[src/rtl/sd_sector_arbiter_if.sv]
// ---------------------------------------------------------------------------
// sd_sector_arbiter_if
// Bundles every handshake/bus signal of sd_sector_arbiter: the two requester
// ports (req/lba/gnt/done/err/out_we), the SD sector-reader side
// (sd_ready/sd_start/sd_lba/sd_byte_valid/sd_data/sd_error) and the shared
// byte write bus (out_data/out_addr) plus busy.
//   slave  : the arbiter's view (serves the requesters, drives the reader).
//   master : the environment's view (requesters + reader model).
// ---------------------------------------------------------------------------
interface sd_sector_arbiter_if;
    logic        req0;
    logic        req1;
    logic [31:0] lba0;
    logic [31:0] lba1;
    logic        gnt0;
    logic        gnt1;
    logic        done0;
    logic        done1;
    logic        err0;
    logic        err1;
    logic        sd_ready;
    logic        sd_start;
    logic [31:0] sd_lba;
    logic        sd_byte_valid;
    logic [7:0]  sd_data;
    logic        sd_error;
    logic [7:0]  out_data;
    logic [8:0]  out_addr;
    logic        out_we0;
    logic        out_we1;
    logic        busy;

    modport slave (
        input  req0, req1, lba0, lba1,
        input  sd_ready, sd_byte_valid, sd_data, sd_error,
        output gnt0, gnt1, done0, done1, err0, err1,
        output sd_start, sd_lba,
        output out_data, out_addr, out_we0, out_we1, busy
    );

    modport master (
        output req0, req1, lba0, lba1,
        output sd_ready, sd_byte_valid, sd_data, sd_error,
        input  gnt0, gnt1, done0, done1, err0, err1,
        input  sd_start, sd_lba,
        input  out_data, out_addr, out_we0, out_we1, busy
    );
endinterface

[src/rtl/sd_sector_arbiter.sv]
// ---------------------------------------------------------------------------
// sd_sector_arbiter
// Shares one SD-card sector reader between the boot ROM loader (port 0) and
// the settings/audit loader (port 1). Round-robin arbitration, issues the
// sector start, routes the 512-byte stream to the granted port's buffer and
// aborts on reader error or on a stalled transfer.
//
// Ports:
//   clk_27 : 27 MHz system clock
//   reset  : asynchronous, active-high
//   bus    : sd_sector_arbiter_if.slave
//            req0/req1, lba0/lba1   requester level requests and sector addresses
//            gnt0/gnt1              one-hot grant, high for the whole transfer
//            done0/done1, err0/err1 one-cycle completion / abort pulses
//            sd_ready, sd_start, sd_lba, sd_byte_valid, sd_data, sd_error
//                                   sector reader handshake and byte stream
//            out_data, out_addr, out_we0/out_we1
//                                   registered byte write to the granted port
//            busy                   high in every state except IDLE
//
// Every output comes straight from a flop; nothing combinational reaches an
// output port.
// ---------------------------------------------------------------------------
module sd_sector_arbiter #(
    parameter int TIMEOUT_CYCLES = 13_500_000,
    parameter int SECTOR_BYTES   = 512
) (
    input  logic               clk_27,
    input  logic               reset,
    sd_sector_arbiter_if.slave bus
);

    typedef enum logic [2:0] {
        S_IDLE,
        S_START,
        S_WAIT_DATA,
        S_XFER,
        S_DONE,
        S_ERROR
    } state_t;

    localparam logic [9:0]  LAST_BYTE = 10'(SECTOR_BYTES - 1);
    localparam logic [23:0] TMO_LAST  = 24'(TIMEOUT_CYCLES - 1);

    state_t      state_q, state_d;
    logic        last_grant_q, last_grant_d;
    logic        gnt0_q, gnt0_d;
    logic        gnt1_q, gnt1_d;
    logic        done0_q, done0_d;
    logic        done1_q, done1_d;
    logic        err0_q, err0_d;
    logic        err1_q, err1_d;
    logic        sd_start_q, sd_start_d;
    logic [31:0] sd_lba_q, sd_lba_d;
    logic [7:0]  out_data_q, out_data_d;
    logic [8:0]  out_addr_q, out_addr_d;
    logic        out_we0_q, out_we0_d;
    logic        out_we1_q, out_we1_d;
    logic        busy_q, busy_d;
    logic [9:0]  cnt_q, cnt_d;
    logic [23:0] tmo_q, tmo_d;
    logic        pick1;

    always_comb begin
        state_d      = state_q;
        last_grant_d = last_grant_q;
        gnt0_d       = gnt0_q;
        gnt1_d       = gnt1_q;
        done0_d      = 1'b0;
        done1_d      = 1'b0;
        err0_d       = 1'b0;
        err1_d       = 1'b0;
        sd_start_d   = 1'b0;
        sd_lba_d     = sd_lba_q;
        out_data_d   = out_data_q;
        out_addr_d   = out_addr_q;
        out_we0_d    = 1'b0;
        out_we1_d    = 1'b0;
        cnt_d        = cnt_q;
        tmo_d        = tmo_q;

        // Port 1 wins when it is alone, or on a tie when port 0 was served last.
        pick1 = bus.req1 & (~bus.req0 | ~last_grant_q);

        case (state_q)
            S_IDLE: begin
                if (bus.req0 || bus.req1) begin
                    gnt0_d       = ~pick1;
                    gnt1_d       = pick1;
                    last_grant_d = pick1;
                    sd_lba_d     = pick1 ? bus.lba1 : bus.lba0;
                    cnt_d        = '0;
                    tmo_d        = '0;
                    state_d      = S_START;
                end
            end

            // No timeout here: the reader may still be initialising.
            S_START: begin
                if (bus.sd_ready) begin
                    sd_start_d = 1'b1;
                    state_d    = S_WAIT_DATA;
                end
            end

            S_WAIT_DATA, S_XFER: begin
                if (bus.sd_byte_valid) begin
                    out_data_d = bus.sd_data;
                    out_addr_d = cnt_q[8:0];
                    out_we0_d  = gnt0_q;
                    out_we1_d  = gnt1_q;
                    cnt_d      = cnt_q + 10'd1;
                    tmo_d      = '0;
                    state_d    = S_XFER;
                end else begin
                    tmo_d = tmo_q + 24'd1;
                end

                // Error beats completion: a final byte arriving with sd_error
                // is still written, but the transfer ends in ERROR.
                if (bus.sd_error || (!bus.sd_byte_valid && tmo_q == TMO_LAST)) begin
                    err0_d  = gnt0_q;
                    err1_d  = gnt1_q;
                    gnt0_d  = 1'b0;
                    gnt1_d  = 1'b0;
                    state_d = S_ERROR;
                end else if (bus.sd_byte_valid && cnt_q == LAST_BYTE) begin
                    state_d = S_DONE;
                end
            end

            // Two cycles: first raise done, then drop the grant and return to
            // IDLE, so the other port sees its grant no earlier than N+4.
            S_DONE: begin
                if (!done0_q && !done1_q) begin
                    done0_d = gnt0_q;
                    done1_d = gnt1_q;
                end else begin
                    gnt0_d  = 1'b0;
                    gnt1_d  = 1'b0;
                    state_d = S_IDLE;
                end
            end

            // Hold until the reader has recovered; no automatic retry.
            S_ERROR: begin
                if (bus.sd_ready) begin
                    state_d = S_IDLE;
                end
            end

            default: state_d = S_IDLE;
        endcase

        busy_d = (state_d != S_IDLE);
    end

    always_ff @(posedge clk_27 or posedge reset) begin
        if (reset) begin
            state_q      <= S_IDLE;
            last_grant_q <= 1'b1;
            gnt0_q       <= 1'b0;
            gnt1_q       <= 1'b0;
            done0_q      <= 1'b0;
            done1_q      <= 1'b0;
            err0_q       <= 1'b0;
            err1_q       <= 1'b0;
            sd_start_q   <= 1'b0;
            sd_lba_q     <= '0;
            out_data_q   <= '0;
            out_addr_q   <= '0;
            out_we0_q    <= 1'b0;
            out_we1_q    <= 1'b0;
            busy_q       <= 1'b0;
            cnt_q        <= '0;
            tmo_q        <= '0;
        end else begin
            state_q      <= state_d;
            last_grant_q <= last_grant_d;
            gnt0_q       <= gnt0_d;
            gnt1_q       <= gnt1_d;
            done0_q      <= done0_d;
            done1_q      <= done1_d;
            err0_q       <= err0_d;
            err1_q       <= err1_d;
            sd_start_q   <= sd_start_d;
            sd_lba_q     <= sd_lba_d;
            out_data_q   <= out_data_d;
            out_addr_q   <= out_addr_d;
            out_we0_q    <= out_we0_d;
            out_we1_q    <= out_we1_d;
            busy_q       <= busy_d;
            cnt_q        <= cnt_d;
            tmo_q        <= tmo_d;
        end
    end

    assign bus.gnt0     = gnt0_q;
    assign bus.gnt1     = gnt1_q;
    assign bus.done0    = done0_q;
    assign bus.done1    = done1_q;
    assign bus.err0     = err0_q;
    assign bus.err1     = err1_q;
    assign bus.sd_start = sd_start_q;
    assign bus.sd_lba   = sd_lba_q;
    assign bus.out_data = out_data_q;
    assign bus.out_addr = out_addr_q;
    assign bus.out_we0  = out_we0_q;
    assign bus.out_we1  = out_we1_q;
    assign bus.busy     = busy_q;

endmodule
[src/flat_wrapper.sv]
// flat-port wrapper written by rule: the top's interface ports become plain ports
module sd_sector_arbiter_flat 
#(
    parameter int TIMEOUT_CYCLES = 13_500_000,
    parameter int SECTOR_BYTES   = 512
)
  (clk_27, reset, bus_req0, bus_req1, bus_lba0, bus_lba1, bus_sd_ready, bus_sd_byte_valid, bus_sd_data, bus_sd_error, bus_gnt0, bus_gnt1, bus_done0, bus_done1, bus_err0, bus_err1, bus_sd_start, bus_sd_lba, bus_out_data, bus_out_addr, bus_out_we0, bus_out_we1, bus_busy);
  sd_sector_arbiter_if bus_i ();
  input  logic clk_27;
  input  logic reset;
  input wire logic [$bits(bus_i.req0)-1:0] bus_req0;
  input wire logic [$bits(bus_i.req1)-1:0] bus_req1;
  input wire logic [$bits(bus_i.lba0)-1:0] bus_lba0;
  input wire logic [$bits(bus_i.lba1)-1:0] bus_lba1;
  input wire logic [$bits(bus_i.sd_ready)-1:0] bus_sd_ready;
  input wire logic [$bits(bus_i.sd_byte_valid)-1:0] bus_sd_byte_valid;
  input wire logic [$bits(bus_i.sd_data)-1:0] bus_sd_data;
  input wire logic [$bits(bus_i.sd_error)-1:0] bus_sd_error;
  output wire logic [$bits(bus_i.gnt0)-1:0] bus_gnt0;
  output wire logic [$bits(bus_i.gnt1)-1:0] bus_gnt1;
  output wire logic [$bits(bus_i.done0)-1:0] bus_done0;
  output wire logic [$bits(bus_i.done1)-1:0] bus_done1;
  output wire logic [$bits(bus_i.err0)-1:0] bus_err0;
  output wire logic [$bits(bus_i.err1)-1:0] bus_err1;
  output wire logic [$bits(bus_i.sd_start)-1:0] bus_sd_start;
  output wire logic [$bits(bus_i.sd_lba)-1:0] bus_sd_lba;
  output wire logic [$bits(bus_i.out_data)-1:0] bus_out_data;
  output wire logic [$bits(bus_i.out_addr)-1:0] bus_out_addr;
  output wire logic [$bits(bus_i.out_we0)-1:0] bus_out_we0;
  output wire logic [$bits(bus_i.out_we1)-1:0] bus_out_we1;
  output wire logic [$bits(bus_i.busy)-1:0] bus_busy;
  assign bus_i.req0 = bus_req0;
  assign bus_i.req1 = bus_req1;
  assign bus_i.lba0 = bus_lba0;
  assign bus_i.lba1 = bus_lba1;
  assign bus_i.sd_ready = bus_sd_ready;
  assign bus_i.sd_byte_valid = bus_sd_byte_valid;
  assign bus_i.sd_data = bus_sd_data;
  assign bus_i.sd_error = bus_sd_error;
  assign bus_gnt0 = bus_i.gnt0;
  assign bus_gnt1 = bus_i.gnt1;
  assign bus_done0 = bus_i.done0;
  assign bus_done1 = bus_i.done1;
  assign bus_err0 = bus_i.err0;
  assign bus_err1 = bus_i.err1;
  assign bus_sd_start = bus_i.sd_start;
  assign bus_sd_lba = bus_i.sd_lba;
  assign bus_out_data = bus_i.out_data;
  assign bus_out_addr = bus_i.out_addr;
  assign bus_out_we0 = bus_i.out_we0;
  assign bus_out_we1 = bus_i.out_we1;
  assign bus_busy = bus_i.busy;
  sd_sector_arbiter #(.TIMEOUT_CYCLES(TIMEOUT_CYCLES), .SECTOR_BYTES(SECTOR_BYTES)) u_core (.clk_27(clk_27), .reset(reset), .bus(bus_i));
endmodule
[config.mk]
export PLATFORM = sky130hd
export DESIGN_NAME = sd_sector_arbiter_flat
export DESIGN_NICKNAME = d
export VERILOG_FILES = /design/src/rtl/sd_sector_arbiter_if.sv /design/src/rtl/sd_sector_arbiter.sv /design/src/flat_wrapper.sv
export SDC_FILE = /design/constraint.sdc
export NUM_CORES = 1
export LEC_CHECK = 0
export ABC_AREA = 0
export CORE_UTILIZATION = 30
export DETAILED_ROUTE_END_ITERATION = 7
export PLACE_DENSITY = 0.52
export SLEW_MARGIN = 5
export SYNTH_ARGS = -nofsm -noshare
export SYNTH_HDL_FRONTEND = slang
export SYNTH_SLANG_ARGS = --single-unit
[constraint.sdc]
create_clock -name clk_27 -period 9.48 [get_ports clk_27]
set_input_delay 1.896 -clock clk_27 [delete_from_list [all_inputs] [get_ports clk_27]]
set_output_delay 1.896 -clock clk_27 [all_outputs]
set_load 0.005 [all_outputs]
Word level (Yosys, flattened, before mapping)
Index checks and enable logic that the tools add are counted.
W data, S select, Z words.
{ "classes": {"muxes": 34, "bitwise": 5, "add_sub_neg": 2, "n_div": 0, "n_mul": 0, "order_cmp": 0, "shifts": 0, "n_reduce_logical": 18, "n_eq_ne": 10} }
{ "op_table": {"columns": ["cell", "count"], "rows": [
  ["$mux W24", 2],
  ["$pmux W24 S2", 1],
  ["$mux W32", 1],
  ["$add A24 B1 Y24 const B", 1],
  ["$eq A24 B24 Y1 const B", 1],
  ["$mux W3", 7],
  ["$mux W10", 2],
  ["$pmux W10 S2", 1],
  ["$mux W1", 17],
  ["$pmux W3 S5", 1],
  ["$add A10 B1 Y10 const B", 1],
  ["$eq A10 B9 Y1 const B", 1],
  ["$eq A3 B2 Y1 const B", 2],
  ["$eq A3 B3 Y1 const B", 2],
  ["$pmux W1 S3", 2],
  ["$reduce_and A2 Y1", 3],
  ["$reduce_and A3 Y1", 2],
  ["$reduce_bool A3 Y1", 2],
  ["$ne A2 B1 Y1 const B", 2],
  ["$eq A3 B1 Y1 const B", 1],
  ["$logic_and A1 B1 Y1", 3],
  ["$logic_not A1 Y1", 3],
  ["$logic_not A3 Y1", 1],
  ["$not A1 Y1", 3],
  ["other kinds (6)", 7]
]} }
{ "word_totals": {"in_bits": 79, "mem_count": 0, "output_inout_bits": 59, "ramBits": 0, "romBits": 0, "latchBits": 0, "ff_bits": 97, "elab_cells": 86} }

Logic depth before layout (Yosys ltp)
Gate-level depths: netlist of run 1.
{ "logic_depth": {"ltp_word": 6, "mapped_depth": 7, "depth_no_buf": 6} }

Least setup slack after synthesis of run 1
OpenSTA, ideal clock, no wires.
{ "synth_path": {"path_type": "input to register", "startpoint": "in bus_sd_byte_valid", "endpoint": "reg u_core.state_q[2]", "arrival_ns": 3.007, "n_path_buf": 0, "path_slack_ns": 6.394, "required_time_ns": 9.401, "setup_time_ns": 0.079, "cell_stages": 5, "path_cell_list": "or4_1 nor4_1 a31oi_1 a21oi_1 a2bb2oi_1"} }
{ "synth_between": {"elab_chain_cells": 5, "word_cells_on_any_way": 8, "cone_classes": "4 x mux; 4 x reduce/logical"} }
{ "synth_rtl": {"columns": ["element", "line", "source"], "rows": [
  ["start, declared", "flat_wrapper.sv:16", "input wire logic [$bits(bus_i.sd_byte_valid)-1:0] bus_sd_byte_valid;"],
  ["$logic_not A1 Y1", "sd_sector_arbiter.sv:121", "if (bus.sd_error || (!bus.sd_byte_valid && tmo_q == TMO_LAST)) begin"],
  ["$logic_and A1 B1 Y1", "sd_sector_arbiter.sv:121", null],
  ["$logic_or A1 B1 Y1", "sd_sector_arbiter.sv:121", null],
  ["$mux W3 *", "sd_sector_arbiter.sv:121", null],
  ["$pmux W3 S5 *", "sd_sector_arbiter.sv:85", "case (state_q)"],
  ["named net u_core.state_d[2]", "sd_sector_arbiter.sv:45", "state_t state_q, state_d;"],
  ["end signal, assigned", "sd_sector_arbiter.sv:178", "state_q <= state_d;"],
  ["end, declared", "sd_sector_arbiter.sv:45", null]
]} }
Mark *: on every way through the listed nets, which the timed path passes. The rest lies on a longest branch.
A chain may end at the register's enable or synchronous reset.

Final worst setup path of run 1
{ "layout_path": {"startpoint": "in bus_sd_byte_valid", "endpoint": "reg u_core.state_q[0]"} }
The elaborated chain is that of the path after synthesis.

==> results of run 1 <==
==> metal layers <==
layer  share of wire [%]  vias to the layer above
met5                   0                        -
met4                 1.0                        0
met3                 3.8                        7
met2                  52                       62
met1                  44                     1771
li1                    -                     1765
==> synthesized netlist by cell type (all sizes together) <==
master	n	area, sq um
dfrtp	96	2402
nor2	62	237.7
a21oi	42	210.2
mux2i	32	320.3
xnor2	20	175.2
o21ai	19	95.09
nand2	18	67.56
mux2	17	191.4
inv	14	52.55
buf	12	62.56
nor3	12	85.08
clkbuf	9	43.79
nand3	9	45.04
nor4	9	77.57
nand4	7	50.05
or3	5	32.53
and4	4	35.03
or4	4	33.78
a21boi	2	15.01
a2bb2oi	2	23.77
a31oi	2	12.51
and2	2	12.51
and3	2	13.77
ha	2	25.02
nor2b	2	12.51
nor4b	2	17.52
o211ai	2	15.01
o31ai	2	15.01
xor2	2	17.52
a2111oi	1	8.760
a211oi	1	7.510
a22o	1	8.760
a311oi	1	8.760
a31o	1	8.760
and2b	1	8.760
dfstp	1	26.28
nand2b	1	6.260
nor3b	1	7.510
o2111ai	1	8.760
o21ba	1	10.01
o41ai	1	8.760
or2	1	6.260
or4b	1	10.01
==> cell type report <==
type	instances	area share [%]
inverter	14	0.8636
clock buffer	13	3.925
multi-input combinational	295	30.78
timing repair buffer	142	22.10
sequential	97	38.10
tap	184	3.611
clock inverter	3	0.6281
==> power breakdown <==
group | leakage [nW] | internal [mW] | total [mW] | switching [mW]
combinational | 1.26 | 0.313 | 0.590 | 0.277
clock | 0.144 | 0.211 | 0.364 | 0.153
sequential | 1.23 | 0.531 | 0.612 | 0.0802
total | 2.63 | 1.06 | 1.57 | 0.509
==> logic make-up (layout without fill, tap and decap cells) <==
group           after synthesis  after routing  share of synthesized area [%]
fa+ha+maj                     2              2                         0.5519
buf+inv                      35            172                          3.505
compound gates               79             79                          10.07
mux                          49             49                          11.29
xor+xnor                     22             22                          4.251
simple gates                143            143                          16.75
flops                        97             97                          53.57
==> flip-flops by register name (all words and copies together), names as in the netlist, 3 cells and up <==
register / flops
u_core.cnt_q: 10
u_core.bus.sd_lba: 32
u_core.bus.out_addr: 9
u_core.bus.out_data: 8
u_core.state_q: 3
u_core.tmo_q: 24
==> worst max-delay path by stage <==
stage	end	start	cells past startpoint
after global placement	u_core.tmo_q[12]	bus_req0	6
after CTS	u_core.state_q[2]	bus_sd_byte_valid	6
after floorplan	u_core.bus.busy	reset	1
final	u_core.state_q[0]	bus_sd_byte_valid	5
after detailed placement	u_core.state_q[0]	bus_sd_byte_valid	5
after global routing	u_core.state_q[0]	bus_sd_byte_valid	5
==> per-stage QoR <==
stage	cell area, sq um	hold WS [ns]	power [mW]	cells
final	6375	0.5072	1.565	748
after global routing	6375	0.5213	1.673	748
after global placement	6085	0.4905	1.208	732
after floorplan	4533	0.4753	0.8944	427
after detailed placement	6085	0.4934	1.218	732
after CTS	6375	0.5120	1.590	748
==> worst max-delay path, cell delays in order <==
cell and delay (ns):
clkdlybuf4s50_1 0.58, or4_1 0.48, nor4_1 0.36, a31oi_1 0.26, a311oi_1 0.35
==> metrics.txt, run 1 <==
wire per inst=about 15 um; I/O Pins=138; Chip Width=124.9 um; Root Driver=clkbuf_16; Setup crit end kind=flip-flop; capturing point of the worst reg2reg path=u_core.bus.out_addr[4]; CTS tree=done; synth warn=0; Synth Register Bits=97; Critical R2R Launch=u_core.state_q[1]; gr ovfl total=0; Hold Startpoint=u_core.bus.out_addr[6]; Mapped Avg Cell Area=~11 sq um; clock-pin transition on the worst setup and hold timing paths=0.06 ns; final hold viol count=0; Filler cells=1408; clk_lat worst skew=roughly 0.34 ns; status=finished with violations; Port-buffer cells=137; most frequent cells in the layout=137 x clkdlybuf4s50_1, 96 x dfrtp_1, 60 x nor2_1, 42 x a21oi_1, 32 x mux2i_1; critical path startpoint category=primary input; max-cap violations=0; Tmin final=around 3.7 ns; CTS Buf Count=9; Register Area=between 2000 and 2500 sq um; first-pass GRT wire length=18460 um; grt met1 use=around 18%; busiest grt layer=met2; fin util=between 40 and 50%; initial antenna violation count=0; synthesized instance count=approximately 430; fmax=about 0.27 GHz; vias=3605; Sink Count=97; antenna viol nets, final=0; Setup CP Type=primary input to flip-flop; largest net degree at the start of global routing=78; area grow syn2layout=40.63%; setup slack after layout=around 5.8 ns; hold depth=1; Starting Density=approximately 31%; max-slew violations=0; pre-CTS setup slack=5.450 ns; Pwr Density=245.5 nW/um^2; dpl hpwl=about 8000 um; Antenna diodes=0; violated checks=DRC; RSZ-0062 raised after global routing=no; post-DR vias/cell=between 4 and 5; Residual DRC=10; vias in the first global route=about 3600; Worst VDD drop=0.0001305 V; setup TNS=0 ns; share of cells above drive strength 1=roughly a tenth; Final nets=640; Final GP Congestion=slightly above 0.7; Die H=124.9 um; Core Region=around 15000 sq um; syn nets=a little over 500; met2 Use GR=between 20% and 30%; R2R cell count=3; cell area after synthesis=4533 sq um; post-synth cell types=between 50 and 60; met3 GRT Util=between 4 and 5%; WL final=between 10000 and 15000 um; GRT Total Usage=between 10% and 20%; Setup Viol. Count Final=0; drt pass-1 iters=6; Post-CTS Hold Fix Bufs=0; Seq/Total Area, Yosys=between 50% and 60%; sink of the worst hold path=u_core.bus.out_addr[6]; CTS H-Tree Depth=3; r2r setup slk=around 7.3 ns; relative slew slack=around 34%; multi-input logic area=approximately 2000 sq um; Clock Skew=~0.0043 ns; CP required=9.70 ns; commonest non-fill, non-tap cell in the layout=clkdlybuf4s50_1; fin crit share=between 30% and 40%; DRT iter0 DRCs=123; Worst Tran Pin Value=approximately 1 ns; Setup Fix Bufs, Post-CTS=0; Worst EP arrival=3.94 ns; leak pwr=about 2.6 nW; type of the worst min-delay path=flip-flop to flip-flop; crit-path max FO=7; total die area=about 16000 sq um; Row Count=between 40 and 50; post-CTS sizing=0; Clock Tree Buf Depth=2
(Power assumes the default switching activity.)
==> inputs of run 2 (changes only) <==
--- a/config.mk
+++ b/config.mk
@@ -8,7 +8,7 @@
 export ABC_AREA = 0
 export CORE_UTILIZATION = 30
 export DETAILED_ROUTE_END_ITERATION = 7
-export PLACE_DENSITY = 0.52
+export PLACE_DENSITY = 0.54
 export SLEW_MARGIN = 5
 export SYNTH_ARGS = -nofsm -noshare
 export SYNTH_HDL_FRONTEND = slang
==> constraint.sdc (replaced) <==
create_clock -name clk_27 -period 3.3 [get_ports clk_27]
set_input_delay 0.66 -clock clk_27 [delete_from_list [all_inputs] [get_ports clk_27]]
set_output_delay 0.66 -clock clk_27 [all_outputs]
set_load 0.005 [all_outputs]
==> metrics.txt, run 2 (same netlist as run 1, synthesis figures left out) <==
vias in the first global route=3652 (+2.4%); Post-CTS Hold Fix Bufs=0 (unchanged); CP required=3.57 ns (-6.13 ns); Clk pwr share=21.6% (-1.6 points); Chip Width=124.9 um (unchanged); Pint=2.966 mW (+180%); Crit path largest cell delay=0.58 ns (about the same); Setup crit end kind=flip-flop; Root Driver=clkbuf_16; Sink Count=97 (unchanged); Setup Fix Bufs, Post-CTS=0 (unchanged); Antenna diodes=0 (unchanged); total die area=15610 sq um (unchanged); drt pass-1 iters=6 (unchanged); Final GP Congestion=0.7444 (+5.2%); CTS Buf Count=9 (unchanged); Setup CP Type=primary input to flip-flop; antenna viol nets, final=0 (unchanged); initial antenna violation count=0 (unchanged); post-DR vias/cell=4.823 (about the same); max reg flops=32 (unchanged); gr ovfl total=0 (unchanged); DRT iter0 DRCs=158 (+28%); P_sw=1.457 mW (+190%); GRT Total Usage=15.07% (-0.10 points); RSZ-0062 raised after global routing=no; Row Count=44 (unchanged); Clock Tree Buf Depth=2 (unchanged); crit-path max FO=7 (unchanged); CP cell instances=clkdlybuf4s50_1 > or4_1 > nor4_1 > a31oi_1 > a21oi_1 > a2bb2oi_1; Sw Share=32.93% (+0.39 points); max-slew violations=0 (unchanged); most frequent cells in the layout=137 x clkdlybuf4s50_1, 96 x dfrtp_1, 60 x nor2_1, 42 x a21oi_1, 32 x mux2i_1; largest net degree at the start of global routing=63 (-19%); Port-buffer cells=137 (unchanged); Gate power share=38.9% (+1.2 points); Residual DRC=9 (-1); clk_lat worst skew=0.34 ns (about the same); CTS tree=done; Slowest-stage cell, CP=clkdlybuf4s50_1; Worst EP arrival=2.60 ns (-1.34 ns); leak pwr=2.635 nW (about the same); setup TNS=0 ns (unchanged); Setup Viol. Count Final=0 (unchanged); wire per inst=15.03 um (-1.8%); Worst VDD drop=0.0004416 V (+240%); dpl hpwl=8342 um (+2.0%); fin util=43.69% (+0.15 points); max-cap violations=0 (unchanged); clock-pin transition on the worst setup and hold timing paths=0.07 ns (about the same); relative slew slack=47.97% (+14 points); first-pass GRT wire length=18690 um (+1.2%); WL final=11290 um (-1.4%); Core Region=14640 sq um (unchanged); Worst Tran Pin Value=0.7785 ns (-0.2125 ns); area grow syn2layout=41.13%; vias=3622 (+0.47%); fin crit share=roughly 71%; Die H=124.9 um (unchanged); fmax=between 0.4 and 0.5 GHz; Final nets=643 (+0.47%); Clock Skew=0.005364 ns (+0.001091 ns); Starting Density=30.96% (unchanged); type of the worst min-delay path=flip-flop to flip-flop; share of cells above drive strength 1=10.41% (+0.48 points); violated checks=DRC; commonest non-fill, non-tap cell in the layout=clkdlybuf4s50_1; status=finished with violations; Pwr Density=691.3 nW/um^2 (+180%); post-CTS sizing=0 (unchanged); sequential share of power=39.5% (+0.4 points); Tmin final=between 2 and 2.5 ns; I/O Pins=138 (unchanged); critical path startpoint category=primary input; CTS H-Tree Depth=3 (unchanged); final hold viol count=0 (unchanged)
-- run 2: cell types whose count changed in the layout (fill, tap and decap cells not counted) --
cell | before | now
buf_12 | 0 | 2
buf_4 | 5 | 6
bufinv_16 | 1 | 0
clkbuf_8 | 1 | 0
clkinv_2 | 2 | 1
clkinvlp_4 | 0 | 2
inv_6 | 0 | 1
-- run 2: layout make-up --
type	count	area, sq um
inverters	14	55.05
repair buffers	145	1456
flip-flops and latches	97	2429
well taps	184	230.2
clock inverters	4	28.78
multi-input cells	295	1962
clock buffers	12	236.5
fillers	1424	8247
-- run 2: power by group through the flow --
stage / clock network, mW / logic, mW / registers [mW]
2_1_floorplan: 0 / 0.823 / 1.75
3_3_place_gp: 0 / 1.73 / 1.77
3_5_place_dp: 0 / 1.75 / 1.77
4_1_cts: 0.995 / 1.75 / 1.75
5_1_grt: 1.03 / 1.88 / 1.80
6_report: 0.955 / 1.72 / 1.75
-- run 2: worst max-delay path: cells and delay by family --
family / cells / cell delay [ns]
AOI/OAI and AO/OA: 3 / 0.61
buffers and inverters: 1 / 0.58
and+or+nand+nor: 2 / 0.74
-- run 2: final timing paths --
kind / from / to / slack (ns) / depth (start not counted)
hold reg to reg: u_core.bus.out_data[4] / u_core.bus.out_data[4] / 0.51 / 1
max in group asynchronous: reset / u_core.bus.sd_lba[26] / 1.92 / 3
setup reg to reg: u_core.state_q[1] / u_core.bus.out_data[3] / 1.13 / 3
min in group asynchronous: reset / u_core.bus.sd_lba[30] / 0.71 / 2
hold / removal: u_core.bus.out_data[4] / u_core.bus.out_data[4] / 0.51 / 1
setup / recovery: bus_sd_byte_valid / u_core.state_q[2] / 0.96 / 6
-- run 2: layer usage --
layer / vias up / track usage [%] / wire length [um]
met5: - / 0 / 0
met4: 0 / 5.165 / 159
met3: 13 / 3.007 / 403
met2: 60 / 25.55 / 5691
met1: 1779 / 19.21 / 5029
li1: 1770 / - / -
-- run 2: through the flow --
step	hold slack [ns]	power, mW	cell area, sq um	std cells	setup WS [ns]
after CTS	0.5082	4.503	6397	751	1.008
after floorplan	0.4753	2.569	4533	427	0.1079
final	0.5074	4.422	6397	751	0.9649
after global placement	0.4904	3.495	6132	735	0.6611
after global routing	0.5296	4.715	6397	751	0.8661
after detailed placement	0.4928	3.523	6132	735	0.6555
